File: config.mk
export PLATFORM = sky130hd
export DESIGN_NAME = operand_loader
export DESIGN_NICKNAME = d
export VERILOG_FILES = /design/src/rtl/div_pkg.sv /design/src/rtl/btn_debounce.sv /design/src/rtl/operand_loader.sv
export SDC_FILE = /design/constraint.sdc
export NUM_CORES = 1
export LEC_CHECK = 0
export ABC_AREA = 1
export BUFFER_PORTS_ARGS = -buffer_cell sky130_fd_sc_hd__clkbuf_2
export CORE_UTILIZATION = 49
export DETAILED_ROUTE_END_ITERATION = 8
export PLACE_DENSITY = 0.84
export SETUP_SLACK_MARGIN = 0.4
export SYNTH_ARGS = -nofsm -noshare
export SYNTH_HDL_FRONTEND = slang
export SYNTH_SLANG_ARGS = --single-unit
File: constraint.sdc
create_clock -name clk -period 1.29 [get_ports clk]
set_input_delay 0.1935 -clock clk [delete_from_list [all_inputs] [get_ports clk]]
set_output_delay 0.1935 -clock clk [all_outputs]
set_load 0.005 [all_outputs]
File: src/rtl/div_pkg.sv
// Shared definitions for the 4-bit sequential divider: datapath width and loader FSM states.
package div_pkg;
    localparam int DIV_W = 4;

    typedef enum logic [1:0] {
        WAIT_X = 2'b00,
        WAIT_Y = 2'b01,
        PULSE  = 2'b10,
        RUN    = 2'b11
    } ld_state_e;
endpackage

File: src/rtl/btn_debounce.sv
// Push-button conditioner: 2-flop synchronizer, stability counter, and a
// one-cycle press pulse on the debounced 0->1 transition.
module btn_debounce
    import div_pkg::*;
#(
    parameter int DEBOUNCE_CYCLES = 16,
    parameter int CNT_W           = 5
) (
    input  logic clk,
    input  logic rst_n,
    input  logic btn_raw,
    output logic press
);
    logic             sync1_q, sync2_q;
    logic             lvl_q, lvl_d;
    logic [CNT_W-1:0] cnt_q, cnt_d;

    // The pulse is decoded from flops only, on the cycle the level is about to flip high.
    always_comb begin
        cnt_d = '0;
        lvl_d = lvl_q;
        press = 1'b0;
        if (sync2_q != lvl_q) begin
            if (cnt_q == CNT_W'(DEBOUNCE_CYCLES - 1)) begin
                lvl_d = sync2_q;
                press = sync2_q;
            end else begin
                cnt_d = cnt_q + CNT_W'(1);
            end
        end
    end

    always_ff @(posedge clk or negedge rst_n) begin
        if (!rst_n) begin
            sync1_q <= 1'b0;
            sync2_q <= 1'b0;
            lvl_q   <= 1'b0;
            cnt_q   <= '0;
        end else begin
            sync1_q <= btn_raw;
            sync2_q <= sync1_q;
            lvl_q   <= lvl_d;
            cnt_q   <= cnt_d;
        end
    end
endmodule

File: src/rtl/operand_loader.sv
// Captures divider operands x/y from switches on debounced presses, then pulses div_reset.
// Optional zero-divisor rejection when OPERAND_ZERO_GUARD_EN is defined.
module operand_loader
    import div_pkg::*;
#(
    parameter int DEBOUNCE_CYCLES = 16,
    parameter int CNT_W           = 5,
    parameter int DIV_RST_CYCLES  = 2
) (
    input  logic             clk,
    input  logic             reset,
    input  logic [DIV_W-1:0] sw,
    input  logic             btn_load,
    input  logic             btn_clear,
    output logic [DIV_W-1:0] x,
    output logic [DIV_W-1:0] y,
    output logic             div_reset,
    output logic             ready,
    output logic [1:0]       state_led,
    output logic             err
);
    localparam int PC_W = (DIV_RST_CYCLES > 1) ? $clog2(DIV_RST_CYCLES) : 1;

    logic             load_p, clr_p, zero_rej;
    ld_state_e        state_q, state_d;
    logic [DIV_W-1:0] x_q, x_d, y_q, y_d;
    logic [PC_W-1:0]  pcnt_q, pcnt_d;
    logic             div_reset_q, div_reset_d, ready_q, ready_d;

    btn_debounce #(.DEBOUNCE_CYCLES(DEBOUNCE_CYCLES), .CNT_W(CNT_W)) u_db_load (
        .clk(clk), .rst_n(reset), .btn_raw(btn_load), .press(load_p)
    );
    btn_debounce #(.DEBOUNCE_CYCLES(DEBOUNCE_CYCLES), .CNT_W(CNT_W)) u_db_clear (
        .clk(clk), .rst_n(reset), .btn_raw(btn_clear), .press(clr_p)
    );

`ifdef OPERAND_ZERO_GUARD_EN
    assign zero_rej = (sw == '0);
`else
    assign zero_rej = 1'b0;
`endif

    always_comb begin
        state_d = state_q;
        x_d     = x_q;
        y_d     = y_q;
        pcnt_d  = pcnt_q;
        if (clr_p) begin
            state_d = WAIT_X;
            x_d     = '0;
            y_d     = '0;
            pcnt_d  = '0;
        end else begin
            case (state_q)
                WAIT_X: if (load_p) begin
                    x_d     = sw;
                    state_d = WAIT_Y;
                end
                WAIT_Y: if (load_p && !zero_rej) begin
                    y_d     = sw;
                    pcnt_d  = '0;
                    state_d = PULSE;
                end
                PULSE: begin
                    if (pcnt_q == PC_W'(DIV_RST_CYCLES - 1)) state_d = RUN;
                    else                                      pcnt_d  = pcnt_q + PC_W'(1);
                end
                RUN: if (load_p) begin
                    x_d     = sw;
                    state_d = WAIT_Y;
                end
                default: state_d = WAIT_X;
            endcase
        end
        // Outputs are registered alongside the state so they never lag it.
        div_reset_d = (state_d != RUN);
        ready_d     = (state_d == RUN);
    end

    always_ff @(posedge clk or negedge reset) begin
        if (!reset) begin
            state_q     <= WAIT_X;
            x_q         <= '0;
            y_q         <= '0;
            pcnt_q      <= '0;
            div_reset_q <= 1'b1;
            ready_q     <= 1'b0;
        end else begin
            state_q     <= state_d;
            x_q         <= x_d;
            y_q         <= y_d;
            pcnt_q      <= pcnt_d;
            div_reset_q <= div_reset_d;
            ready_q     <= ready_d;
        end
    end

`ifdef OPERAND_ZERO_GUARD_EN
    logic err_q, err_d;
    logic load_ok, load_rej;

    assign load_rej = load_p && (state_q == WAIT_Y) && zero_rej;
    assign load_ok  = load_p && (state_q != PULSE) && !load_rej;

    always_comb begin
        err_d = err_q;
        if (clr_p || load_ok) err_d = 1'b0;
        else if (load_rej)    err_d = 1'b1;
    end

    always_ff @(posedge clk or negedge reset) begin
        if (!reset) err_q <= 1'b0;
        else        err_q <= err_d;
    end

    assign err = err_q;
`else
    assign err = 1'b0;
`endif

    assign x         = x_q;
    assign y         = y_q;
    assign div_reset = div_reset_q;
    assign ready     = ready_q;
    assign state_led = state_q;
endmodule

==> run_results.csv <==
group,metric,value,unit
outcome,status,"finished with violations",
outcome,violations,"setup timing",
timing,slew_violations,0,
placed_design,detailed_place.area,0.001605,mm2
setup_path,reg2reg_slack,-0.13,ns
detailed_routing,wire_per_inst,19.00,um
setup_path,max_stage_delay,0.44,ns
cells_and_area,instances_no_fill,231,
clock_network,cts_buffer_depth,2,
setup_path,arrival,1.64,ns
synthesis,syn_avg_cell_area,9.734,um2
synthesis,yosys.area.top_type,"sky130_fd_sc_hd__dfrtp_1",
global_route,grt_antenna_before_repair,0,
setup_path,cpMostUsedCell,"sky130_fd_sc_hd__nand2_4",
power_and_ir_drop,p_sw,1200,uW
timing,clock-skew-final,0.007646,ns
setup_path,cp_max_fo,5,
cells_and_area,layout.filler_cells,114,
synthesis,synth_top_flop_cell,"sky130_fd_sc_hd__dfrtp_1",
power_and_ir_drop,share_comb_of_total_power,47.1,%
synthesis,yosys.cell_count.top_type,"sky130_fd_sc_hd__dfrtp_1",
timing,grt_setup_unrepaired,"yes",
global_route,grt_pass1_vias,1145,
cells_and_area,final_layout_net_count,212,
synthesis,synth_edf_count,0,
synthesis,synth_cell_type_count,23,
power_and_ir_drop,vdd_drop_max,0.001537,V
timing,timing.final.ws_setup,-0.1293,ns
global_route,grt_pass1_wl,5264,um
synthesis,synthTopCellsByCount,"28 x sky130_fd_sc_hd__dfrtp_1, 25 x sky130_fd_sc_hd__nand2_1, 16 x sky130_fd_sc_hd__nor2_1",
clock_network,cts-buffers-inserted,5,
detailed_routing,remaining_drc_errors,0,
clock_network,cts_htree_levels,2,
cells_and_area,seq_area,729.5,um2
detailed_routing,drt-total-wl,4389,um
setup_path,crit_family,"simple AND/OR/NAND/NOR gates",
die,die_area,0.002913,mm2
setup_path,timing.reg2reg.worst_path_depth,8,
placed_design,place_ws,-0.07679,ns
power_and_ir_drop,power_frac_clock,17.2,%
global_route,grt_overflow_total,0,
cells_and_area,final_layout_size_suffix_gt1_share,63.18,%
cells_and_area,area_growth,63.14,%
run,maxCapViolCount,0,
placed_design,gpl.final_weighted_congestion,0.8866,
detailed_routing,wl_met1,1726,um
cells_and_area,finish.instance_area,0.002160,mm2
global_route,globalRouteTotalUtil,27.68,%
global_route,grt_start_max_net_pins,30,
timing,fmax,704.6,MHz
detailed_routing,dr.max_layer_used,"met4",
timing,post-route-period-util,110.0,%
setup_path,worst_setup_path_category,"reg -> reg",
die,rows,18,
die,die_h,53.98,um
synthesis,synth_fp_nets,148,
hold_path,hp-start,"sw[0]",
hold_path,hp-class,"in -> reg",
detailed_routing,met3_wirelength,247,um
detailed_routing,viasPerCell,5.489,
detailed_routing,drt_pass1_iterations,4,
setup_path,critical_path.cell_chain,"ha_4, nand2_4, nor2_4, nand3_4, nand2_4, nand2_4, nand2_2, o21ai_2",
setup_path,critPathCaptureType,"flop",
power_and_ir_drop,pwr-share-seq,35.8,%
clock_network,clock-root-buffer,"sky130_fd_sc_hd__clkbuf_4",
hold_path,hold_path_end,"x[0]",
power_and_ir_drop,power.total,3090,uW
timing,timing_hold_violations_final,0,
clock_network,insertion_delay,0.33,ns
placed_design,place.detailed.hpwl,1872,um
setup_path,rr_endpoint,"y[2]",
power_and_ir_drop,cell_internal_pwr,1890,uW
synthesis,share_of_synthesized_area_occupied_by_flip_flops_and_latches,54.91,%
detailed_routing,via_count,1268,
setup_path,r2r_start,"u_db_load.cnt_q[0]",
cells_and_area,multiInputGateArea,833.3,um2
detailed_routing,ant_nets,0,
timing,finalCriticalPeriod,1.419,ns
setup_path,timing.critical_path.slowest_stage_cell,"sky130_fd_sc_hd__dfrtp_1",
synthesis,synth.top_cell.area_share,52.93,%
detailed_routing,dr.first_iter.drc_count,40,
synthesis,yosys_warnings,0,
setup_path,critical_path.startpoint_type,"flop",
clock_network,cts_sinks,29,
die,die_w,53.98,um
synthesis,ys_async_rst_share,100.0,%
die,placeableCoreArea,0.002522,mm2
synthesis,synth_seq_cells,29,
cells_and_area,insertedDiodeCount,0,
placed_design,port-buffer-count,19,
cells_and_area,postLayoutCoreUtil,85.62,%
power_and_ir_drop,leak_pwr,0.001050,uW
synthesis,synthesis.area,0.001324,mm2
die,initial_utilization,52.48,%
placed_design,post-place-cells,195,
setup_path,critPathRequiredTime,1.51,ns
setup_path,total_buffers_and_inverters_traversed_by_the_critical_path,0,
power_and_ir_drop,pwr_per_cell_area,1431,mW/mm2
synthesis,yosys-top-cells-area,"sky130_fd_sc_hd__dfrtp_1 53%, sky130_fd_sc_hd__nand2_1 7.1%, sky130_fd_sc_hd__nor2_1 4.5%",
clock_network,tritoncts_clock_tree,"built",
clock_network,clk_pin_slew,0.09,ns
hold_path,hold-path-cell-count,3,
power_and_ir_drop,switching_share,38.84,%
detailed_routing,met2_wirelength,2280,um
die,pin_count,21,
synthesis,postSynthCellCount,136,
timing,report.final.setup_viol,17,
==> how the worst max path moves through the flow <==
| stage | slack (ns) | cells past startpoint | end | start |
|---|---|---|---|---|
| final | -0.13 | 8 | y[2] | u_db_load.cnt_q[0] |
| after global routing | -0.19 | 8 | pcnt_q | u_db_load.cnt_q[1] |
| after CTS | -0.04 | 8 | div_reset | state_led[1] |
| after detailed placement | -0.08 | 7 | x[1] | u_db_clear.cnt_q[0] |
| after global placement | -0.01 | 9 | div_reset | state_led[0] |
| after floorplan | 0.04 | 8 | div_reset | u_db_load.cnt_q[0] |
==> area by class of cell <==
| type | instances | share of cell area [%] |
|---|---|---|
| Inverter | 14 | 2.433 |
| Tap cell | 30 | 1.738 |
| Clock buffer | 8 | 2.260 |
| Timing Repair Buffer | 58 | 21.21 |
| Multi-Input combinational cell | 92 | 38.59 |
| Sequential cell | 29 | 33.78 |
==> kinds of logic after synthesis <==
kind of cell               after synthesis  synth area share, %
and+or+nand+nor                         68                26.94
xor gates and xnor gates                 2                1.323
DFF                                     29                54.92
buffers and inverters                   16                5.388
adders and majority gates                4                3.781
AOI/OAI and AO/OA                       16                7.371
other                                    1               0.2833
==> sequential cells by signal (all words and copies together), names as in the netlist, 2 cells and up <==
name	count
x	4
u_db_clear.cnt_q	5
state_led	2
u_db_load.cnt_q	5
y	4
==> layout by cell type, fill, tap and decap left out, types with 7 or more instances in the layout <==
cell type and instances:
sky130_fd_sc_hd__dfrtp_1 26, sky130_fd_sc_hd__buf_4 25, sky130_fd_sc_hd__nor2_4 12, sky130_fd_sc_hd__nand2_4 12
sky130_fd_sc_hd__buf_6 12, sky130_fd_sc_hd__nand2_1 11, sky130_fd_sc_hd__clkbuf_2 10, sky130_fd_sc_hd__inv_1 9
sky130_fd_sc_hd__nand2_2 9, sky130_fd_sc_hd__o21ai_2 8, sky130_fd_sc_hd__nor2_1 8, sky130_fd_sc_hd__buf_2 7
==> through the flow <==
stage | setup TNS (ns) | hold WS (ns)
after global routing | -2.570 | 0.1071
after global placement | -0.01444 | 0.2132
after floorplan | 0 | -0.1021
final | -1.298 | 0.1095
after detailed placement | -0.4750 | 0.2176
after CTS | -0.1557 | 0.09317
==> per-layer routing <==
metal  up-vias  GRT usage [%]
met5         -              0
met4         0          12.82
met3        17          9.322
met2        65          45.68
met1       623          32.31
li1        563              -
==> tightest hold or removal path: cells and delay by family <==
family,cells,cell delay [ns]
buffers and inverters,1,0.10
and+or+nand+nor,1,0.07
AOI/OAI and AO/OA,1,0.05
==> power by group through the flow <==
stage | combinational (uW) | sequential, uW | clock [uW]
after global routing | 1530 | 1110 | 586
final | 1450 | 1110 | 531
after detailed placement | 843 | 1110 | 0
after floorplan | 578 | 1110 | 0
after CTS | 1040 | 1090 | 536
after global placement | 829 | 1100 | 0
==> what timing repair did <==
action / in CTS / in global routing
setup buffers: 15 / 9
cloned: 0 / 1
gates resized for setup: 37 / 41
hold buffers: 3 / 0
pin swaps: 15 / 21
endpoints found under the hold margin: 30 / 0
endpoints found under the setup margin: 37 / 37
Power figures use the tool's default switching activity.
